<file path="config.mk">
export PLATFORM = sky130hd
export DESIGN_NAME = fifo_wr_arbiter_flat
export DESIGN_NICKNAME = d
export VERILOG_FILES = /design/src/rtl/fifo_pkg.sv /design/src/rtl/fifo_wr_arbiter_if.sv /design/src/rtl/fifo_wr_arbiter_rr_pick.sv /design/src/rtl/fifo_wr_arbiter.sv /design/src/flat_wrapper.sv
export SDC_FILE = /design/constraint.sdc
export NUM_CORES = 1
export LEC_CHECK = 0
export CORE_ASPECT_RATIO = 2
export CORE_MARGIN = 2
export CORE_UTILIZATION = 25
export CTS_CLUSTER_SIZE = 14
export DETAILED_ROUTE_END_ITERATION = 16
export GPL_TIMING_DRIVEN = 0
export PLACE_DENSITY = 0.55
export SLEW_MARGIN = 10
export SYNTH_ARGS = -nofsm -noshare
export SYNTH_HDL_FRONTEND = slang
export SYNTH_SLANG_ARGS = --single-unit
</file>
<file path="constraint.sdc">
create_clock -name clk -period 1.9 [get_ports clk]
set_input_delay 0.19 -clock clk [delete_from_list [all_inputs] [get_ports clk]]
set_output_delay 0.19 -clock clk [all_outputs]
set_load 0.02 [all_outputs]
</file>
<file path="src/rtl/fifo_pkg.sv">
// Shared FIFO controller definitions: state encoding reused by the read/write FSMs.
package fifo_pkg;

  typedef logic [1:0] state_t;

  localparam state_t ST_IDLE  = 2'd0;
  localparam state_t ST_OWN   = 2'd1;
  localparam state_t ST_STALL = 2'd2;

endpackage

</file>
<file path="src/rtl/fifo_wr_arbiter_if.sv">
// Producer-side request/data bundle and FIFO write-port outputs of the write arbiter.
interface fifo_wr_arbiter_if #(
  parameter int unsigned NREQ = 4,
  parameter int unsigned DW   = 8
);
  localparam int unsigned IDW = $clog2(NREQ);

  logic [NREQ-1:0]    req;
  logic [NREQ*DW-1:0] din;
  logic               full;
  logic [NREQ-1:0]    gnt;
  logic               push;
  logic [DW-1:0]      dout;
  logic [IDW-1:0]     src_id;
  logic               busy;

  modport master (
    input  req, din, full,
    output gnt, push, dout, src_id, busy
  );

  modport slave (
    output req, din, full,
    input  gnt, push, dout, src_id, busy
  );
endinterface

</file>
<file path="src/rtl/fifo_wr_arbiter_rr_pick.sv">
// Combinational round-robin picker: first set req bit after 'last', wrapping,
// with 'last' itself checked at the very end of the scan.
module rr_pick #(
  parameter int unsigned NREQ = 4
) (
  input  logic [NREQ-1:0]         req,
  input  logic [$clog2(NREQ)-1:0] last,
  output logic [$clog2(NREQ)-1:0] idx,
  output logic                    any
);
  localparam int unsigned IDW = $clog2(NREQ);

  int unsigned pos;

  // Explicit subtract-wrap keeps the scan correct for non-power-of-two NREQ.
  always_comb begin
    idx = '0;
    any = 1'b0;
    pos = 0;
    for (int unsigned k = 1; k <= NREQ; k++) begin
      pos = 32'(last) + k;
      if (pos >= NREQ) pos = pos - NREQ;
      if (!any && req[pos[IDW-1:0]]) begin
        any = 1'b1;
        idx = pos[IDW-1:0];
      end
    end
  end

endmodule

</file>
<file path="src/rtl/fifo_wr_arbiter.sv">
// Round-robin arbiter sharing one FIFO write port among NREQ producers,
// honouring the FIFO full flag and capping each grant at BURST words.
module fifo_wr_arbiter #(
  parameter int unsigned NREQ  = 4,
  parameter int unsigned DW    = 8,
  parameter int unsigned BURST = 4
) (
  input  logic              clk,
  input  logic              arst,
  fifo_wr_arbiter_if.master bus
);
  import fifo_pkg::*;

  localparam int unsigned IDW = $clog2(NREQ);
  localparam int unsigned CW  = $clog2(BURST + 1);

  state_t         state_q, state_d;
  logic [IDW-1:0] owner_q, owner_d;
  logic [IDW-1:0] last_q,  last_d;
  logic [CW-1:0]  cnt_q,   cnt_d;

  logic [IDW-1:0] pick_last;
  logic [IDW-1:0] pick_idx;
  logic           pick_any;
  logic           own_req;
  logic           push_c;
  logic           release_c;
  logic [DW-1:0]  words [NREQ];

  always_comb begin
    for (int unsigned i = 0; i < NREQ; i++) words[i] = bus.din[i*DW +: DW];
  end

  // In IDLE the scan resumes after the previous owner; on release it starts
  // after the current owner, which equals the last value about to be written.
  assign pick_last = (state_q == ST_IDLE) ? last_q : owner_q;

  rr_pick #(.NREQ(NREQ)) u_pick (
    .req  (bus.req),
    .last (pick_last),
    .idx  (pick_idx),
    .any  (pick_any)
  );

  assign own_req = bus.req[owner_q];
  assign push_c  = (state_q == ST_OWN) && own_req && !bus.full;

  always_comb begin
    bus.gnt = '0;
    if (push_c) bus.gnt[owner_q] = 1'b1;
  end

  assign bus.push   = push_c;
  assign bus.dout   = push_c ? words[owner_q] : '0;
  assign bus.src_id = owner_q;
  assign bus.busy   = (state_q != ST_IDLE);

  always_comb begin
    state_d   = state_q;
    owner_d   = owner_q;
    last_d    = last_q;
    cnt_d     = cnt_q;
    release_c = 1'b0;
    case (state_q)
      ST_IDLE: begin
        if (pick_any) begin
          owner_d = pick_idx;
          cnt_d   = '0;
          state_d = ST_OWN;
        end
      end
      ST_OWN: begin
        if (!own_req)                      release_c = 1'b1;
        else if (bus.full)                 state_d   = ST_STALL;
        else if (cnt_q == CW'(BURST - 1))  release_c = 1'b1;
        else                               cnt_d     = cnt_q + CW'(1);
      end
      ST_STALL: begin
        if (!own_req)       release_c = 1'b1;
        else if (!bus.full) state_d   = ST_OWN;
      end
      default: state_d = ST_IDLE;
    endcase

    if (release_c) begin
      last_d = owner_q;
      cnt_d  = '0;
      if (pick_any) begin
        owner_d = pick_idx;
        state_d = ST_OWN;
      end else begin
        state_d = ST_IDLE;
      end
    end
  end

  always_ff @(posedge clk or posedge arst) begin
    if (arst) begin
      state_q <= ST_IDLE;
      owner_q <= '0;
      last_q  <= IDW'(NREQ - 1);
      cnt_q   <= '0;
    end else begin
      state_q <= state_d;
      owner_q <= owner_d;
      last_q  <= last_d;
      cnt_q   <= cnt_d;
    end
  end

endmodule

</file>
<file path="src/flat_wrapper.sv">
// flat-port wrapper written by rule: the top's interface ports become plain ports
module fifo_wr_arbiter_flat import fifo_pkg::*;
#(
  parameter int unsigned NREQ  = 4,
  parameter int unsigned DW    = 8,
  parameter int unsigned BURST = 4
)
  (clk, arst, bus_req, bus_din, bus_full, bus_gnt, bus_push, bus_dout, bus_src_id, bus_busy);
  fifo_wr_arbiter_if #(.NREQ(NREQ), .DW(DW)) bus_i ();
  input  logic clk;
  input  logic arst;
  input wire logic [$bits(bus_i.req)-1:0] bus_req;
  input wire logic [$bits(bus_i.din)-1:0] bus_din;
  input wire logic [$bits(bus_i.full)-1:0] bus_full;
  output wire logic [$bits(bus_i.gnt)-1:0] bus_gnt;
  output wire logic [$bits(bus_i.push)-1:0] bus_push;
  output wire logic [$bits(bus_i.dout)-1:0] bus_dout;
  output wire logic [$bits(bus_i.src_id)-1:0] bus_src_id;
  output wire logic [$bits(bus_i.busy)-1:0] bus_busy;
  assign bus_i.req = bus_req;
  assign bus_i.din = bus_din;
  assign bus_i.full = bus_full;
  assign bus_gnt = bus_i.gnt;
  assign bus_push = bus_i.push;
  assign bus_dout = bus_i.dout;
  assign bus_src_id = bus_i.src_id;
  assign bus_busy = bus_i.busy;
  fifo_wr_arbiter #(.NREQ(NREQ), .DW(DW), .BURST(BURST)) u_core (.clk(clk), .arst(arst), .bus(bus_i));
endmodule
</file>
==> impl_metrics.ini <==
[timing]
max_freq_ghz = 0.496
finClkSkew_ns = 0.00180
rsz0062_at_grt = true
min_period_ns = 2.02
post-route-period-util_pct = 106
hold_viol = 0
drv_slew = 0
tns_ns = -0.473
setup_viol = 12
tightest_slew_ns = 0.378
fin_ws_ns = -0.115
max_slew_margin_pct = 74.7

[final_layout]
seqCellArea_um2 = 229
fin_cells = 215
multi_input_area_um2 = 777
final_net_count = 210
area_growth_pct = 83.4
fillerInstances = 369
fin_area_um2 = 1800
drive_above_1_share_pct = 37.8
n_antenna_cell = 0

[pwr]
seqPwrFrac_pct = 15.2
p_int_uw = 1460
share_comb_of_total_power_pct = 76.0
p_switching_uw = 1050
switching_share_pct = 41.7
clockPowerShare_pct = 8.8
leakage_uw = 0.000765
power.density_nw_per_um2 = 1390
ir_worst_vdd_mv = 0.926

[routing]
drc_errors = 0
via_count = 1064
vias_per_cell = 4.95
wl_um = 3450
drt-wirelength-per-cell_um = 16.1
drt_iter0_drc = 8
ant_nets = 0
dr.pass1.iters = 6

[global_route]
grt_pass1_wl_um = 5780
antenna_found_initial = 0
grt_max_degree = 11
grt_util_all_layers_pct = 16.4
grt_overflow = 0
grt_pass1_vias = 1183

[clock_tree]
htreeDepth = 1
cts_sinks = 9
cts.clk_slew.worst_paths_ns = 0.04
cts_tree = done
numCtsBuffers = 3
clkLatencyLatePin_ns = 0.23
cts-root-buf = clkbuf_8
clockBufferDepth = 2

[run_status]
violations = negative setup slack
status = complete, but fails checks

[synth]
synth_edf_count = 0
syn_avg_cell_area_um2 = 10.1
synth_compound_area_share_pct = 14.8
post-synth-top-count-cell = inv_1
ys_async_sr_fraction_pct = 100
synth_top_family_by_area = multiplexers
ys_seq_elements = 9
synth.area.mux_share_pct = 30.4
synthAdderAreaFrac_pct = 7.64
syn_inst = 97
synth-seq-area-share_pct = 23.2
synth_area_leader_cell = mux4_2
yosys.area_share.simple_pct = 16.2
ys_types = 39
synth-xor-area-share_pct = 0
synth_nets = 142
synth_area_um2 = 982
yosys_warnings = 0
yosys_most_used_dff = dfrtp_1
synthTopCellsByArea = mux4_2 (21%), dfrtp_1 (18%), ha_1 (7.6%)
synth_top_area_share_pct = 20.6
yosys-top-cells-count = inv_1 (12), mux4_2 (9), nor2b_1 (8)

[die]
die_x_um = 48.3
dieArea_um2 = 4480
start_util_pct = 25.8
ioPinCount = 55
dieHeight_um = 92.6
core-area_um2 = 3800
rows = 32

[critical_path]
crit_type = input port to flip-flop
r2r_cells = 5
arrival_ns = 2.13
regToRegStartpoint = u_core.bus.src_id[0]$_DFF_PP0_
r2r-end = u_core.state_q[1]$_DFFE_PP0P_
cp.required_ns = 2.02
cp-start-kind = input port
critPathMaxFanout = 6
crit_path_end_kind = flip-flop
rrSetupSlack_ns = -0.08

[placed_design]
placedCellCount = 202
placed_cell_area_um2 = 1590
dpl.hpwl_um = 2630
gp_congestion = 0.800
io_buffers = 54

[flow_run]
drv_cap = 0

[min_path]
hold_class = input port to asynchronous set/reset pin
-- layout make-up --
class	count	share of cell area, %
inverters	14	2.92
repair buffers	64	33.4
multi-input cells	70	43.1
well taps	51	3.54
flip-flops and latches	9	12.7
plain buffers	3	1.81
clock buffers	4	2.50
-- per-stage QoR --
| stage | util [%] | power [µW] | hold WS [ns] | setup slack [ns] |
|---|---|---|---|---|
| final | 47.4 | 2510 | 0.225 | -0.115 |
| after global routing | 47.4 | 2690 | 0.292 | -0.126 |
| after CTS | 45.7 | 2390 | 0.229 | -0.135 |
| after detailed placement | 41.7 | 1870 | 0.486 | -0.687 |
| after global placement | 41.7 | 1830 | 0.477 | -0.631 |
| after floorplan | - | 1410 | 0.0164 | -0.0930 |
-- layout by cell type, fill, tap and decap left out, types with 2 or more instances in the layout --
master	count
ha_2	2
o21ai_1	2
o211ai_2	2
clkbuf_8	4
and3_4	2
nor2_1	3
mux2i_1	3
mux4_2	9
dfstp_2	2
a21oi_1	2
buf_6	7
buf_2	2
clkdlybuf4s50_1	39
inv_1	12
ha_1	4
nand3_1	2
dfrtp_1	6
a22o_1	2
mux2_4	4
nor2b_1	7
nor3b_1	2
buf_4	15
-- repair_timing --
item	in CTS	in global routing
pin swaps	7	4
setup endpoints to repair	17	22
resized for setup	83	21
hold buffers	0	0
cloned	1	0
setup buffers	7	2
-- worst max-delay path, stage by stage --
cell	delay [ns]
clkdlybuf4s50_1	0.49
mux4_2	0.58
buf_6	0.17
a2bb2oi_1	0.15
o211ai_2	0.22
mux2_4	0.33
-- registers in the layout, summed over array words and instances (netlist names) --
name / cells
u_core.cnt_q: 3
u_core.last_q: 2
u_core.state_q: 2
u_core.bus.src_id: 2
-- worst max path at each step --
stage | cells after the start | start | slack (ns) | to
floorplan | 5 | u_core.bus.src_id[0]$_DFF_PP0_ | -0.09 | bus_gnt[0]
global placement | 6 | bus_req[3] | -0.63 | bus_gnt[2]
detailed placement | 6 | bus_req[3] | -0.69 | bus_gnt[2]
CTS | 6 | u_core.bus.src_id[0]$_DFF_PP0_ | -0.13 | u_core.state_q[1]$_DFFE_PP0P_
global route | 5 | u_core.bus.src_id[0]$_DFF_PP0_ | -0.13 | u_core.state_q[1]$_DFFE_PP0P_
finish | 6 | bus_req[3] | -0.12 | u_core.state_q[1]$_DFFE_PP0P_
-- metal layers --
metal / vias up / wire length, µm / share of wire [%] / global-route usage (%)
met5: - / 0 / 0 / 0
met4: 0 / 84 / 2.4 / 5.71
met3: 7 / 224 / 6.5 / 3.87
met2: 58 / 1860 / 54 / 31.0
met1: 504 / 1290 / 37 / 17.4
li1: 495 / - / - / -
-- power by group through the flow --
| stage | Combinational, µW | Sequential, µW | Clock, µW |
|---|---|---|---|
| global placement | 1470 | 359 | 0 |
| global route | 2050 | 396 | 241 |
| floorplan | 1040 | 372 | 0 |
| CTS | 1790 | 370 | 233 |
| detailed placement | 1510 | 364 | 0 |
| finish | 1910 | 381 | 221 |
-- kinds of logic after synthesis --
group                      Yosys count
AOI/OAI and AO/OA                   19
adders and majority gates            6
buffers and inverters               18
DFF                                  9
muxes                               18
and+or+nand+nor                     27
(Power assumes the default switching activity.)
